## src/rtl/store_drain_unit.sv

```systemverilog
// ---------------------------------------------------------------------------
// store_drain_unit
//
// Write-side back end of the store buffer. Counts stores retired by the ROB,
// pops them one at a time from the store buffer head and issues each one to
// the data cache over an SRAM-like req/addr_ok/data_ok write interface.
// drain_empty tells the pipeline when every committed store has completed.
//
// Optional feature macro: STORE_DRAIN_PERF_EN
//   When defined, adds perf_store_cnt / perf_stall_cnt performance counters.
//
// Ports:
//   clk, reset           core clock, synchronous active-high reset
//   rob_store_commit     one store retired this cycle
//   commit_store_valid   one-cycle pop strobe to the store buffer head
//   commit_store_wstrb   head entry byte strobe (valid with the pop)
//   commit_store_addr    head entry address
//   commit_store_data    head entry data
//   data_req/wr/size/addr/wstrb/wdata   dcache write request
//   data_addr_ok         request accepted
//   data_data_ok         write complete
//   drain_empty          no pending and no in-flight store
//   pending_cnt          committed stores not yet popped
//   overflow_err         sticky: commit seen while the counter was full
//   perf_store_cnt       (optional) completed writes, wrapping
//   perf_stall_cnt       (optional) cycles stalled on the cache, wrapping
// ---------------------------------------------------------------------------
module store_drain_unit #(
    parameter int STORE_GROUP = 8,
    parameter int CNT_W       = $clog2(STORE_GROUP) + 1
) (
    input  logic             clk,
    input  logic             reset,
    input  logic             rob_store_commit,
    output logic             commit_store_valid,
    input  logic [3:0]       commit_store_wstrb,
    input  logic [31:0]      commit_store_addr,
    input  logic [31:0]      commit_store_data,
    output logic             data_req,
    output logic             data_wr,
    output logic [1:0]       data_size,
    output logic [31:0]      data_addr,
    output logic [3:0]       data_wstrb,
    output logic [31:0]      data_wdata,
    input  logic             data_addr_ok,
    input  logic             data_data_ok,
    output logic             drain_empty,
    output logic [CNT_W-1:0] pending_cnt,
`ifdef STORE_DRAIN_PERF_EN
    output logic [31:0]      perf_store_cnt,
    output logic [31:0]      perf_stall_cnt,
`endif
    output logic             overflow_err
);

    localparam logic [1:0] IDLE = 2'd0;
    localparam logic [1:0] REQ  = 2'd1;
    localparam logic [1:0] WAIT = 2'd2;

    localparam logic [CNT_W-1:0] CNT_FULL = CNT_W'(STORE_GROUP);

    logic [1:0]  state;
    logic [1:0]  size_q;
    logic [31:0] addr_q;
    logic [3:0]  wstrb_q;
    logic [31:0] wdata_q;

    logic [1:0]  pop_size;
    logic [1:0]  pop_offset;

    // Pops only happen from IDLE, so nothing is popped while a store is in
    // flight; the strobe depends only on registered state.
    assign commit_store_valid = (state == IDLE) && (pending_cnt != '0);

    assign data_req    = (state == REQ);
    assign data_wr     = 1'b1;
    assign data_size   = size_q;
    assign data_addr   = addr_q;
    assign data_wstrb  = wstrb_q;
    assign data_wdata  = wdata_q;
    assign drain_empty = (pending_cnt == '0) && (state == IDLE);

    // Strobe decode: single bytes and aligned halves get narrow sizes with the
    // low address bits pointing at the lane; everything else (full word and the
    // SWL/SWR partial forms) is issued as a word with the strobe passed through.
    always_comb begin
        pop_size   = 2'd2;
        pop_offset = 2'd0;
        case (commit_store_wstrb)
            4'b0001: begin pop_size = 2'd0; pop_offset = 2'd0; end
            4'b0010: begin pop_size = 2'd0; pop_offset = 2'd1; end
            4'b0100: begin pop_size = 2'd0; pop_offset = 2'd2; end
            4'b1000: begin pop_size = 2'd0; pop_offset = 2'd3; end
            4'b0011: begin pop_size = 2'd1; pop_offset = 2'd0; end
            4'b1100: begin pop_size = 2'd1; pop_offset = 2'd2; end
            default: begin pop_size = 2'd2; pop_offset = 2'd0; end
        endcase
    end

    // Pending counter: a commit and a pop in the same cycle cancel out. A
    // commit with no pop while full saturates and latches the sticky error.
    always_ff @(posedge clk) begin
        if (reset) begin
            pending_cnt  <= '0;
            overflow_err <= 1'b0;
        end else if (rob_store_commit && !commit_store_valid) begin
            if (pending_cnt == CNT_FULL) begin
                overflow_err <= 1'b1;
            end else begin
                pending_cnt <= pending_cnt + 1'b1;
            end
        end else if (!rob_store_commit && commit_store_valid) begin
            pending_cnt <= pending_cnt - 1'b1;
        end
    end

    // Issue FSM. A zero-strobe entry is popped but never sent to the cache.
    always_ff @(posedge clk) begin
        if (reset) begin
            state   <= IDLE;
            size_q  <= 2'd0;
            addr_q  <= 32'd0;
            wstrb_q <= 4'd0;
            wdata_q <= 32'd0;
        end else begin
            case (state)
                IDLE: begin
                    if (commit_store_valid) begin
                        size_q  <= pop_size;
                        addr_q  <= {commit_store_addr[31:2], pop_offset};
                        wstrb_q <= commit_store_wstrb;
                        wdata_q <= commit_store_data;
                        if (commit_store_wstrb != 4'd0) begin
                            state <= REQ;
                        end
                    end
                end
                REQ: begin
                    if (data_addr_ok && data_data_ok) begin
                        state <= IDLE;
                    end else if (data_addr_ok) begin
                        state <= WAIT;
                    end
                end
                WAIT: begin
                    if (data_data_ok) begin
                        state <= IDLE;
                    end
                end
                default: state <= IDLE;
            endcase
        end
    end

`ifdef STORE_DRAIN_PERF_EN
    // Free-running wrapping counters for completed writes and cache stalls.
    always_ff @(posedge clk) begin
        if (reset) begin
            perf_store_cnt <= 32'd0;
            perf_stall_cnt <= 32'd0;
        end else begin
            if (data_data_ok) begin
                perf_store_cnt <= perf_store_cnt + 32'd1;
            end
            if ((state == REQ && !data_addr_ok) || (state == WAIT && !data_data_ok)) begin
                perf_stall_cnt <= perf_stall_cnt + 32'd1;
            end
        end
    end
`endif

endmodule
```

## config.mk

```make
export PLATFORM = sky130hd
export DESIGN_NAME = store_drain_unit
export DESIGN_NICKNAME = d
export VERILOG_FILES = /design/src/rtl/store_drain_unit.sv
export SDC_FILE = /design/constraint.sdc
export NUM_CORES = 1
export LEC_CHECK = 0
export BUFFER_PORTS_ARGS = -buffer_cell sky130_fd_sc_hd__buf_4
export CELL_PAD_IN_SITES_DETAIL_PLACEMENT = 0
export CELL_PAD_IN_SITES_GLOBAL_PLACEMENT = 1
export CORE_MARGIN = 3
export CORE_UTILIZATION = 33
export DETAILED_ROUTE_END_ITERATION = 10
export GPL_TIMING_DRIVEN = 0
export PLACE_DENSITY_LB_ADDON = 0.2
export SLEW_MARGIN = 20
export SYNTH_ARGS = -nofsm -noshare
export SYNTH_HDL_FRONTEND = slang
export SYNTH_SLANG_ARGS = --single-unit
```

## constraint.sdc

```tcl
create_clock -name clk -period 3.65 [get_ports clk]
set_clock_uncertainty 0.05 [all_clocks]
set_input_delay 0.365 -clock clk [delete_from_list [all_inputs] [get_ports clk]]
set_output_delay 0.365 -clock clk [all_outputs]
set_load 0.03 [all_outputs]
```

==> results.yml <==
synthesis:
  netlist_area_um2: 2907
  synth.area.top_cells: "dfxtp_1, nand2_1, a21oi_1"
  syn-num-nets: 443
  synth-xor-area-share_pct: 0.9040
  ys_ff_latch: 77
  synthAdderAreaFrac_pct: 1.550
  synth_common_cells: "nand2_1, dfxtp_1, a21oi_1"
  syn_avg_cell_area_um2: 7.920
  synth_compound_area_share_pct: 15.76
  synth_edf_count: 0
  async_reset_ff_share_pct: 0
  yosysMostFrequentCell: "nand2_1"
  synth.mux.area_fraction_pct: 1.076
  yosys_most_used_dff: "dfxtp_1"
  synth_top_cell_area_share_pct: 53.03
  yosys.area_share.simple_pct: 23.55
  seq_area_frac_synth_pct: 53.03
  synth_area_leader_cell: "dfxtp_1"
  ys_warn_count: 0
  syn_inst: 367
  synth_cell_types: 39
  synth_top_family_by_area: "simple AND/OR/NAND/NOR gates"
setup_path:
  cp-end-kind: "primary output"
  slowest_stage: "or4_1"
  worstPathArrival_ns: 2.17
  crit_buf_inv: 4
  worst-path-max-fanout: 10
  cpPeakStageDelay_ns: 0.51
  worstPathCellList: "or4_1 -> buf_2 -> nand2_4 -> inv_2 -> buf_1 -> buf_4"
  cp-start-kind: "flip-flop"
  crit_type: "reg -> out"
  critical_path.top_delay_family: "buffers and inverters"
  crit_required_ns: 3.23
clocking:
  cts_made_buffers: 9
  clk_path_buf_depth: 2
  path_clk_slew_ns: 0.09
  cts-resized-gates: 0
  htreeDepth: 3
  cts_tree: "yes"
  cts_setup_buffers: 0
  ctsHoldBuffers: 0
  clockRootBuffer: "clkbuf_8"
  cts.sinks: 77
  clock_latency_ns: 0.34
global_route:
  grt_remaining_overflow: 0
  grt_max_degree: 16
  grt_pass1_wl_um: 13170
  grt_usage_pct: 16.56
  antenna_found_initial: 0
  grt_pass1_vias: 2754
timing:
  rsz0062_at_grt: "false"
  tns_ns: 0
  worst_pin_slew_ns: 0.6846
  slew_viol_final: 0
  fmax_ghz: 0.3873
  slew_headroom_pct: 53.72
  hold_violations: 0
  min_period_over_period_pct: 70.74
  setup_viol_count_final: 0
  layout_setup_ws_ns: 1.068
  finalCriticalPeriod_ns: 2.582
placement:
  dp_cells: 619
  dpl.hpwl_um: 6298
  routabilityCongestion: 0.7953
  port_buffers: 147
  preCtsSetupSlack_ns: 1.233
route:
  drc: 0
  firstDrtPassIters: 4
  wirelength_um: 8439
  wl_per_cell_um: 13.29
  drtIter0Drc: 108
  antenna_left: 0
  avgViaCountPerCell: 4.627
  vias: 2938
status:
  status: "complete, no violations"
cells_and_area:
  fin_cells: 635
  drive_above_1_share_pct: 33.77
  diodes: 0
  nets: 601
  syn_to_final_growth_pct: 50.28
power_and_ir_drop:
  p_leak_nw: 1.972
  cellPowerDensity_nw_per_um2: 1017
  irDropWorstVdd_v: 0.0003955
die:
  coreArea_um2: 8382
  initial_core_util_pct: 34.68
  die_x_um: 99.85
  die_height_um: 99.85
  row_count: 33
  dieArea_um2: 9970
  pin_count: 152
flow_run:
  cap_violations: 0
min_path:
  hp-class: "in -> reg"
-- power breakdown --
part	switching, mW	total, mW	leakage, nW	internal, mW
clock	0.340	0.736	0.117	0.396
sequential	0.182	1.31	0.633	1.13
combinational	1.56	2.39	1.22	0.831
-- flip-flops by register name, summed over array words and instances, names as in the netlist --
register and cells:
overflow_err 1, state 2, data_wstrb 4, data_wdata 32, data_addr 32, data_size 2, pending_cnt 4
-- worst register-to-register path, delay by kind of cell, from the launching register on --
kind                     cells  cell delay (ns)
AO/OA/AOI/OAI                3             0.60
flip-flops                   1             0.40
adder cells (fa/ha/maj)      1             0.46
XOR/XNOR                     1             0.20
AND/OR/NAND/NOR              2             0.60
-- final timing paths --
kind / start / end / slack [ns] / cells after the start
setup / recovery: pending_cnt[1] / commit_store_valid / 1.07 / 6
setup reg to reg: pending_cnt[1] / pending_cnt[2] / 1.22 / 7
hold / removal: data_data_ok / state[1] / 0.12 / 2
hold reg to reg: data_addr[19] / data_addr[19] / 0.41 / 2
-- stage by stage --
step | util, % | power (mW) | hold WS [ns] | instance area [um^2]
6_report | 52.11 | 4.444 | 0.1178 | 4368
5_1_grt | 52.11 | 4.778 | 0.09948 | 4368
3_5_place_dp | 49.41 | 3.757 | 0.3971 | 4141
2_1_floorplan | - | 2.889 | 0.3916 | 2907
4_1_cts | 52.11 | 4.502 | 0.09996 | 4368
3_3_place_gp | 49.41 | 3.720 | 0.3917 | 4141
-- final cells by class --
class | count | area, um^2
buffer | 25 | 108.9
clock buffer | 9 | 123.9
clock inverter | 7 | 102.6
fill | 851 | 4014
inverter | 2 | 7.507
multi-input combinational | 263 | 1249
sequential | 77 | 1541
tap | 105 | 131.4
timing repair buffer | 147 | 1104
-- per-layer routing --
| layer | up-vias | track usage [%] | part of all wire, % |
|---|---|---|---|
| li1 | 1520 | - | - |
| met1 | 1299 | 21.50 | 43 |
| met5 | - | 0 | 0 |
| met2 | 108 | 25.09 | 45 |
| met4 | 0 | 6.408 | 1.4 |
| met3 | 11 | 6.046 | 10 |
-- logic make-up (layout without fill, tap and decap cells) --
logic type / count (synthesis) / after routing
AND/OR/NAND/NOR: 167 / 167
AO/OA/AOI/OAI: 86 / 86
flip-flops: 77 / 77
buffers and inverters: 27 / 190
adder cells (fa/ha/maj): 3 / 3
XOR/XNOR: 3 / 3
multiplexers: 3 / 3
other: 1 / 1
-- cells in the final DEF (no fill, tap or decap), types with 2 or more instances in the layout --
cell type and instances:
buf_4 148, clkbuf_1 14, nand3_1 4, ha_1 2, inv_6 3, buf_2 9, o21ai_0 3, nand2_1 137
nor2_1 8, bufinv_16 2, dfxtp_1 77, a21oi_1 75, nor3_1 6, clkbuf_8 9, xnor2_1 3, mux2i_1 2
No activity file was read; power rests on OpenSTA's default activity.
